===== config.mk =====
export PLATFORM = sky130hd
export DESIGN_NAME = mux_arbiter
export DESIGN_NICKNAME = d
export VERILOG_FILES = /design/src/rtl/mux_arbiter.sv
export SDC_FILE = /design/constraint.sdc
export NUM_CORES = 1
export LEC_CHECK = 0
export ABC_AREA = 1
export ABC_CLOCK_PERIOD_IN_PS = 2500
export CAP_MARGIN = 40
export CORE_AREA = 4 4 90 92
export CTS_BUF_LIST = sky130_fd_sc_hd__clkbuf_4
export DETAILED_ROUTE_END_ITERATION = 7
export DIE_AREA = 0 0 94 96
export HOLD_SLACK_MARGIN = 0.15
export PLACE_DENSITY = 0.89
export SKIP_CTS_REPAIR_TIMING = 1
export SYNTH_ARGS = -nofsm -noshare
export SYNTH_HDL_FRONTEND = slang
export SYNTH_SLANG_ARGS = --single-unit

===== constraint.sdc =====
create_clock -name clk -period 2.5 [get_ports clk]
set_input_delay 0.75 -clock clk [delete_from_list [all_inputs] [get_ports clk]]
set_output_delay 0.75 -clock clk [all_outputs]
set_load 0.01 [all_outputs]

===== src/rtl/mux_arbiter.sv =====
// mux_arbiter: round-robin packet-locked N:1 mux with registered output; `define MUX_ARB_TIMEOUT_EN adds an idle-grant timeout
module mux_arbiter #(
  parameter int N = 4,
  parameter int W = 32,
  parameter int TIMEOUT = 16
) (
  input  logic                 clk,
  input  logic                 rst,
  input  logic [N-1:0]         req_valid,
  input  logic [N*W-1:0]       req_data,
  input  logic [N-1:0]         req_last,
  output logic [N-1:0]         req_ready,
  output logic                 out_valid,
  output logic [W-1:0]         out_data,
  output logic                 out_last,
  input  logic                 out_ready,
  output logic [$clog2(N)-1:0] grant_idx,
  output logic                 busy
`ifdef MUX_ARB_TIMEOUT_EN
  ,
  output logic                 timeout_pulse
`endif
);
  localparam int GW = $clog2(N);
  localparam logic [0:0] IDLE = 1'b0, LOCKED = 1'b1;
  if (N < 2 || (N & (N - 1)) != 0 || TIMEOUT < 1) begin : g_bad
    $error("mux_arbiter: N must be a power of two >= 2 and TIMEOUT >= 1");
  end
  logic [0:0]    state;
  logic [GW-1:0] ptr, winner;
  logic          accept, tmo;
  always_comb begin
    winner = ptr;
    for (int k = N - 1; k >= 0; k--)
      if (req_valid[ptr + GW'(k)]) winner = ptr + GW'(k);
  end
  assign busy      = state == LOCKED;
  assign req_ready = (rst && busy && (!out_valid || out_ready)) ? N'(1) << grant_idx : '0;
  assign accept    = req_valid[grant_idx] && req_ready[grant_idx];
`ifdef MUX_ARB_TIMEOUT_EN
  localparam int CW = $clog2(TIMEOUT + 1);
  logic [CW-1:0] cnt;
  assign tmo = rst && busy && !req_valid[grant_idx] && cnt == CW'(TIMEOUT - 1);
  assign timeout_pulse = tmo;
  always_ff @(posedge clk)
    cnt <= (!rst || !busy || accept) ? '0 : cnt + CW'(!req_valid[grant_idx]);
`else
  assign tmo = 1'b0;
`endif
  always_ff @(posedge clk) begin
    if (!rst) begin
      state     <= IDLE;
      ptr       <= '0;
      grant_idx <= '0;
      out_valid <= 1'b0;
      out_data  <= '0;
      out_last  <= 1'b0;
    end else begin
      if (accept) begin
        out_valid <= 1'b1;
        out_data  <= req_data[grant_idx*W +: W];
        out_last  <= req_last[grant_idx];
      end else if (out_ready) out_valid <= 1'b0;
      if (state == IDLE) begin
        if (|req_valid) begin
          grant_idx <= winner;
          state     <= LOCKED;
        end
      end else if ((accept && req_last[grant_idx]) || tmo) begin
        state <= IDLE;
        ptr   <= grant_idx + 1'b1;
      end
    end
  end
endmodule


==> results of run 1 <==
[final cells by class]
cell class	count	share of cell area
repair buffers	190	0.417
multi-input cells	340	0.354
flip-flops and latches	39	0.172
well taps	99	0.0273
inverters	23	0.0195
clock buffers	6	0.00991
[metrics by stage]
step / hold WS [ns] / worst slack, ns
after global placement: 0.453 / -0.367
after global routing: 0.488 / 0.0120
after CTS: 0.474 / -0.392
after detailed placement: 0.457 / -0.391
final: 0.470 / 0.0659
after floorplan: 0.480 / 0.495
[power by group through the flow]
stage	Clock, mW	Combinational [mW]	Sequential (mW)
final	0.296	1.39	0.817
after global routing	0.331	1.54	0.834
after CTS	0.311	1.39	0.818
after detailed placement	0	1.38	0.833
after global placement	0	1.35	0.826
after floorplan	0	0.735	0.872
[worst min-delay path, delay by kind of cell (launching register included)]
family          cells  cell delay, ns
flops               1            0.33
simple gates        1            0.06
compound gates      1            0.05
[cell families after synthesis]
| kind of cell | Yosys count | share of synthesized area |
|---|---|---|
| simple gates | 196 | 0.304 |
| compound gates | 140 | 0.281 |
| buf+inv | 56 | 0.102 |
| flops | 39 | 0.294 |
| fa+ha+maj | 4 | 0.0189 |
[cell usage in the layout, fill, tap and decap left out, types with 6 or more instances in the layout]
cell / Yosys / routed
nand3_1: 9 / 9
inv_1: 20 / 20
o21ai_0: 83 / 83
buf_4: 3 / 10
dfxtp_1: 39 / 38
nand2_1: 38 / 37
o22ai_1: 33 / 33
clkdlybuf4s50_1: 0 / 174
o21ai_1: 19 / 19
clkbuf_4: 0 / 6
nor2_1: 139 / 139
[sequential cells by signal, summed over array words and instances (netlist names)]
register   count
grant_idx      2
ptr            2
out_valid      1
out_last       1
out_data      32
busy           1
[metal layers]
metal	part of all wire	vias up	track usage
met5	0	-	0
met4	0.013	0	0.0493
met3	0.089	12	0.0539
met2	0.51	134	0.383
met1	0.39	1608	0.223
li1	-	1771	-
[path summary, 6_finish.rpt]
| kind | endpoint | slack, ns | start |
|---|---|---|---|
| setup / recovery | req_ready[2] | 0.07 | out_ready |
| hold / removal | out_last | 0.47 | out_last |
| setup reg to reg | busy | 0.68 | grant_idx[0] |
| hold reg to reg | out_last | 0.47 | out_last |
==> run_results.csv, run 1 <==
group,metric,value,unit
clocking,clkSinkCount,39,
timing,rsz0062_at_grt,"no",
outcome,status,"completed",
yosys,yosys-top-cells-count,"nor2_1 (139), o21ai_0 (83), dfxtp_1 (39), nand2_1 (38), o22ai_1 (33)",
global_routing,first_global_vias,3314,
global_routing,grt_remaining_overflow,0,
floorplanning,num_io_pins,180,
setup_path,crit_required,1.75,ns
yosys,netlist_top_cells_area,"dfxtp_1 (29%), nor2_1 (20%), o21ai_0 (16%)",
placement,place_inst,690,
setup_path,start_kind,"input pin",
cells_and_area,diodes,0,
clocking,cts_buffer_depth,2,
setup_path,arrival,1.68,ns
yosys,avgSynthCellArea,6.10,um2
power,power_density,550,nW/um2
cells_and_area,seqCellArea,782,um2
timing,slew_headroom,0.721,
setup_path,cp_cell_sequence,"clkdlybuf4s50_1, inv_1, nand2_2, nand2_4, nor2_4, dlymetal6s2s_1",
clocking,htreeDepth,2,
yosys,synth_edf_count,0,
setup_path,crit_family,"buffers and inverters",
cells_and_area,fin_cells,697,
yosys,synth_top_area_frac,0.294,
cells_and_area,area_growth_syn_to_layout,71.3,%
timing,slew_viol_final,0,
yosys,synth_top_cell_by_area,"dfxtp_1",
yosys,synth_nets,578,
yosys,synth.ff_latch_count,39,
placement,dp_hpwl,7700,um
timing,fmax,0.411,GHz
cells_and_area,fin_area,4540,um2
timing,fin_crit,2.43,ns
yosys,mappedNetlistArea,2650,um2
setup_path,crit_fanout,4,
global_routing,grt_first_pass_wirelength,14900,um
clocking,cts_root_buffer,"clkbuf_4",
routing,via_per_inst,5.06,
cells_and_area,layout.nets,742,
floorplanning,die_w,94,um
global_routing,grt.total_usage,0.202,
placement,gp_congestion,0.890,
yosys,synthFlopType,"dfxtp_1",
routing,wl_per_cell,14.0,um
routing,finalWirelength,9770,um
worst_hold_path,hold_depth,2,
power,p_sw,966,uW
timing,finalSetupTns,0,ns
clocking,cts_buffers,5,
power,seq_power_share,0.327,
placement,io_buffers,179,
floorplanning,core-area,7210,um2
routing,drt_iter0_markers,111,
power,p_int,1.53,mW
yosys,seq_area_frac_synth,0.294,
setup_path,critPathBufInv,3,
flow_run,drv_cap,0,
power,ir_drop,0.266,mV
setup_path,max_stage_delay,0.46,ns
yosys,async_flop_share,0,
global_routing,grt_max_degree,46,
power,clock_power_share,0.118,
yosys,synth.distinct_cells,24,
routing,drc,0,
routing,postRouteAntennaNets,0,
routing,vias,3525,
power,p_comb_frac,0.555,
timing,fin_crit_sh,0.974,
worst_hold_path,hp-class,"flip-flop to flip-flop",
timing,setup_viol,0,
yosys,ys_warn_count,0,
floorplanning,die-area,9020,um2
timing,tightest_slew,0.419,ns
floorplanning,die_h,96,um
clocking,cts_tree,"yes",
timing,hold_violations,0,
power,sw_frac_of_total,0.387,
floorplanning,rows,31,
clocking,clock_latency,0.33,ns
clocking,clk_pin_slew_worst_paths,0.11,ns
setup_path,crit_type,"input pin to primary output",
cells_and_area,drive_gt1_frac,0.0535,
global_routing,grt_antenna_before_repair,0,
power,leakagePower,1.86,nW
timing,skew,0.0102,ns
setup_path,cp-end-kind,"primary output",
cells_and_area,multi_input_area,1610,um2
yosys,netlist_instances,435,
routing,first_pass_iters,4,
cells_and_area,utilization,0.630,
yosys,synth_most_common_cell,"nor2_1",
setup_path,path_depth,6,
power,p_total,2.50,mW
placement,placed_cell_area,4470,um2
cells_and_area,n_fill_cell,664,
floorplanning,start_util,0.368,
setup_path,cp_slowest_cell,"clkdlybuf4s50_1",
setup_path,r2r_cells,6,
No activity file was read; power rests on OpenSTA's default activity.
==> inputs of run 2 (changes only) <==
--- a/config.mk
+++ b/config.mk
@@ -6,12 +6,14 @@
 export NUM_CORES = 1
 export LEC_CHECK = 0
 export ABC_AREA = 1
-export ABC_CLOCK_PERIOD_IN_PS = 2500
+export ABC_CLOCK_PERIOD_IN_PS = 2620
 export CAP_MARGIN = 40
-export CORE_AREA = 4 4 90 92
+export CELL_PAD_IN_SITES_DETAIL_PLACEMENT = 2
+export CELL_PAD_IN_SITES_GLOBAL_PLACEMENT = 2
+export CORE_AREA = 4 4 130 132
 export CTS_BUF_LIST = sky130_fd_sc_hd__clkbuf_4
 export DETAILED_ROUTE_END_ITERATION = 7
-export DIE_AREA = 0 0 94 96
+export DIE_AREA = 0 0 134 136
 export HOLD_SLACK_MARGIN = 0.15
 export PLACE_DENSITY = 0.89
 export SKIP_CTS_REPAIR_TIMING = 1
==> constraint.sdc (replaced) <==
create_clock -name clk -period 2.62 [get_ports clk]
set_input_delay 0.786 -clock clk [delete_from_list [all_inputs] [get_ports clk]]
set_output_delay 0.786 -clock clk [all_outputs]
set_load 0.01 [all_outputs]
==> run 2 against run 1 <==
Utilization decreased by 33 points; clock power rose by 40%; first-iteration DRC count increased by 6.3%; cell count up 18%; non-clock buffer count grew 2; critical endpoint is now req_ready[1].
==> run_results.csv, run 2 (synthesis results as in run 1) <==
group,metric,value,unit
timing,tightest_slew,0.695,ns
global_routing,grt.total_usage,0.147,
routing,finalWirelength,13900,um
power,sw_frac_of_total,0.399,
cells_and_area,largest_reg_flops,32,
power,power_density,553,nW/um2
power,p_sw,1.05,mW
global_routing,grt_remaining_overflow,0,
flow_run,drv_cap,0,
timing,rsz0062_at_grt,"no",
cells_and_area,layout.nets,744,
power,p_int,1.59,mW
floorplanning,start_util,0.169,
placement,dp_hpwl,10900,um
setup_path,crit_type,"input pin to primary output",
cells_and_area,area_growth_syn_to_layout,80.0,%
setup_path,regToRegStartpoint,"grant_idx[0]",
clocking,cts_buffers,5,
setup_path,crit_start,"out_ready",
floorplanning,die_h,136,um
floorplanning,num_io_pins,180,
cells_and_area,fin_cells,819,
outcome,status,"completed",
cells_and_area,drive_gt1_frac,0.0581,
setup_path,start_kind,"input pin",
floorplanning,rows,46,
cells_and_area,reg_top3,"out_data x32, grant_idx x2, ptr x2",
power,p_total,2.64,mW
clocking,clk_pin_slew_worst_paths,0.12,ns
global_routing,grt_max_degree,69,
power,ir_drop,0.176,mV
global_routing,grt_first_pass_wirelength,21500,um
placement,io_buffers,179,
clocking,clock_latency,0.35,ns
setup_path,r2r_cells,8,
floorplanning,die_w,134,um
timing,slew_viol_final,0,
setup_path,crit_required,1.83,ns
power,clock_power_share,0.157,
setup_path,crit_fanout,4,
clocking,cts_tree,"yes",
cells_and_area,final_cell_mix,"clkdlybuf4s50_1 (174), nor2_1 (139), o21ai_0 (83)",
setup_path,max_stage_delay,0.46,ns
floorplanning,core-area,15700,um2
placement,placed_cell_area,4680,um2
power,p_comb_frac,0.546,
clocking,cts_buffer_depth,2,
routing,vias,3675,
timing,hold-worst-slack,0.488,ns
clocking,htreeDepth,2,
timing,fin_crit_sh,0.971,
timing,fin_crit,2.54,ns
timing,slew_headroom,0.537,
placement,gp_congestion,0.805,
worst_hold_path,worstHoldStart,"out_last",
routing,postRouteAntennaNets,0,
setup_path,r2r_slack,0.64,ns
worst_hold_path,hold_depth,2,
power,seq_power_share,0.298,
cells_and_area,final_common_cell,"clkdlybuf4s50_1",
cells_and_area,fin_area,4770,um2
timing,setup_viol,0,
timing,skew,0.00606,ns
setup_path,cp_cell_sequence,"clkdlybuf4s50_1, inv_1, nand2_2, nand2_4, nor2_4, buf_6",
floorplanning,die-area,18200,um2
routing,drc,0,
setup_path,cp-end-kind,"primary output",
placement,place_inst,810,
power,leakagePower,1.90,nW
routing,via_per_inst,4.49,
cells_and_area,top_register,"out_data",
setup_path,cp_slowest_cell,"clkdlybuf4s50_1",
routing,drt_iter0_markers,118,
global_routing,grt_antenna_before_repair,1,
clocking,cts_root_buffer,"clkbuf_4",
routing,wl_per_cell,16.9,um
setup_path,arrival,1.76,ns
timing,fmax,0.393,GHz
global_routing,first_global_vias,4080,
cells_and_area,n_fill_cell,1915,
worst_hold_path,hp-class,"flip-flop to flip-flop",
routing,first_pass_iters,4,
timing,hold_violations,0,
clocking,clkSinkCount,39,
[run 2: worst max-delay path, delay by kind of cell]
family	cells	cell delay, ns
simple gates	3	0.34
buf+inv	3	0.63
[run 2: area by class of cell]
type	instances	area, um2	area share
repair buffers	192	1950	0.408
multi-input cells	340	1610	0.337
flip-flops and latches	39	782	0.164
well taps	216	270	0.0566
inverters	23	88.8	0.0186
clock inverters	3	38.8	0.00812
clock buffers	5	37.5	0.00786
diodes	1	2.50	0.000524
[run 2: worst paths after layout]
| check | endpoint |
|---|---|
| worst min-delay path | out_last |
| worst max register to register | ptr[0] |
| worst min register to register | out_last |
| worst max-delay path | req_ready[1] |
[run 2: power groups by stage]
stage	sequential, mW	clock, mW	combinational (mW)
2_1_floorplan	0.832	0	0.701
3_3_place_gp	0.791	0	1.39
3_5_place_dp	0.801	0	1.46
4_1_cts	0.788	0.443	1.46
5_1_grt	0.805	0.464	1.60
6_report	0.786	0.414	1.44
[run 2: through the flow]
stage / worst slack, ns / util / setup TNS (ns)
after detailed placement: -0.460 / 0.298 / -1.55
after CTS: -0.475 / 0.303 / -1.59
after global placement: -0.407 / 0.298 / -1.27
final: 0.0750 / 0.304 / 0
after floorplan: 0.579 / - / 0
after global routing: 0.0263 / 0.304 / 0
[run 2: metal layers]
layer  share of wire  routed length, um  GRT usage
met4           0.012                160     0.0349
met1            0.40               5510      0.159
met2            0.54               7530      0.288
met3           0.048                661     0.0329
met5               0                  0          0
==> inputs of run 3 (changes only) <==
--- a/config.mk
+++ b/config.mk
@@ -16,7 +16,6 @@
 export DIE_AREA = 0 0 134 136
 export HOLD_SLACK_MARGIN = 0.15
 export PLACE_DENSITY = 0.89
-export SKIP_CTS_REPAIR_TIMING = 1
 export SYNTH_ARGS = -nofsm -noshare
 export SYNTH_HDL_FRONTEND = slang
 export SYNTH_SLANG_ARGS = --single-unit
==> run 3 against run 2 <==
Clock power about the same; non-clock buffer count unchanged; maximum frequency down 0.15%; sequential power about the same; register-to-register slack about the same; cell area down 0.39%; via count up 0.44%; global-route usage about the same; cell count unchanged; critical path type unchanged; largest cell class unchanged; highest routed layer unchanged.
==> run_results.csv, run 3 (synthesis results as in run 1) <==
group,metric,value,unit
cells_and_area,reg_top3,"out_data x32, grant_idx x2, ptr x2",
timing,fmax,0.392,GHz
routing,via_per_inst,4.51,
global_routing,grt.total_usage,0.147,
floorplanning,rows,46,
setup_path,crit_required,1.83,ns
routing,drt_iter0_markers,125,
power,ir_drop,0.176,mV
placement,placed_cell_area,4680,um2
timing,skew,0.00465,ns
clocking,cts_buffer_depth,2,
global_routing,first_global_vias,4076,
power,power_density,555,nW/um2
timing,tightest_slew,0.703,ns
placement,io_buffers,179,
flow_run,drv_cap,0,
setup_path,start_kind,"input pin",
cells_and_area,layout.nets,744,
global_routing,globalRouteMet2Util,0.287,
global_routing,met3_usage,0.0329,
floorplanning,core-area,15700,um2
clocking,clock_latency,0.35,ns
outcome,status,"completed",
timing,fin_crit_sh,0.973,
setup_path,crit_fanout,4,
timing,rsz0062_at_grt,"no",
global_routing,grt_remaining_overflow,0,
routing,finalWirelength,13900,um
placement,gp_congestion,0.805,
clocking,clk_pin_slew_worst_paths,0.13,ns
global_routing,grt_antenna_before_repair,1,
timing,hold_violations,0,
floorplanning,num_io_pins,180,
floorplanning,die_h,136,um
cells_and_area,drive_gt1_frac,0.0615,
clocking,htreeDepth,2,
cells_and_area,area_growth_syn_to_layout,79.3,%
routing,vias,3691,
worst_hold_path,hp-class,"flip-flop to flip-flop",
floorplanning,start_util,0.169,
cells_and_area,largest_reg_flops,32,
timing,finalSetupTns,0,ns
power,leakagePower,1.86,nW
clocking,cts_root_buffer,"clkbuf_4",
placement,dp_hpwl,10900,um
setup_path,arrival,1.76,ns
global_routing,grt_first_pass_wirelength,21400,um
floorplanning,die_w,134,um
cells_and_area,top_register,"out_data",
global_routing,busiest_layer,"met2",
setup_path,crit_type,"input pin to primary output",
clocking,cts_buffers,5,
setup_path,cp-end-kind,"primary output",
routing,drc,0,
clocking,clkSinkCount,39,
global_routing,grt_max_degree,69,
timing,fin_crit,2.55,ns
clocking,cts_tree,"yes",
cells_and_area,fin_area,4760,um2
clocking,post_cts_buffers,0,
floorplanning,die-area,18200,um2
global_routing,met1_usage,0.159,
timing,setup_viol,0,
timing,slew_viol_final,0,
cells_and_area,final_cell_mix,"clkdlybuf4s50_1 (174), nor2_1 (139), o21ai_0 (83)",
cells_and_area,utilization,0.303,
cells_and_area,final_common_cell,"clkdlybuf4s50_1",
routing,wl_per_cell,16.9,um
timing,hold-worst-slack,0.487,ns
routing,first_pass_iters,6,
routing,postRouteAntennaNets,0,
timing,slew_headroom,0.531,
==> run 3: cell type report <==
class	instances	area, um2
antenna	1	2.50
sequential	39	782
clock inverter	3	38.8
tap	216	270
fill	1919	11000
timing repair buffer	192	1930
clock buffer	5	37.5
multi-input combinational	340	1610
inverter	23	88.8
==> run 3: where the power goes <==
group | switching, mW | leakage [nW] | internal, mW
registers | 0.0769 | 0.321 | 0.709
logic | 0.758 | 1.49 | 0.678
clock network | 0.220 | 0.0426 | 0.196
==> run 3: repair_timing <==
| item | 4_1_cts | 5_1_grt |
|---|---|---|
| resized for setup | 19 | 2 |
| setup endpoints to repair | 4 | 2 |
| hold buffers | 0 | 0 |
| pin swaps | 1 | 0 |
==> run 3: layer usage <==
| metal | wire (um) | part of all wire | vias to the layer above |
|---|---|---|---|
| met3 | 673 | 0.049 | 11 |
| met4 | 163 | 0.012 | 0 |
| li1 | - | - | 1774 |
| met5 | 0 | 0 | - |
| met2 | 7530 | 0.54 | 100 |
| met1 | 5490 | 0.40 | 1806 |
==> run 3: final timing paths <==
| check | from | endpoint | slack [ns] | depth (start not counted) |
|---|---|---|---|---|
| setup / recovery | out_ready | req_ready[1] | 0.07 | 6 |
| hold / removal | out_last | out_last | 0.49 | 2 |
| setup reg to reg | grant_idx[0] | ptr[0] | 0.65 | 8 |
| hold reg to reg | out_last | out_last | 0.49 | 2 |
==> run 3: critical path: stages <==
cell and delay [ns]:
clkdlybuf4s50_1 0.46, inv_1 0.05, nand2_2 0.08, nand2_4 0.10, nor2_4 0.16, buf_6 0.12
==> run 3: stage by stage <==
stage,power (mW),worst slack [ns],cells
after global routing,2.87,0.0354,819
after floorplan,1.53,0.579,435
after detailed placement,2.26,-0.460,810
after CTS,2.69,0.0136,818
after global placement,2.18,-0.407,810
final,2.64,0.0713,819
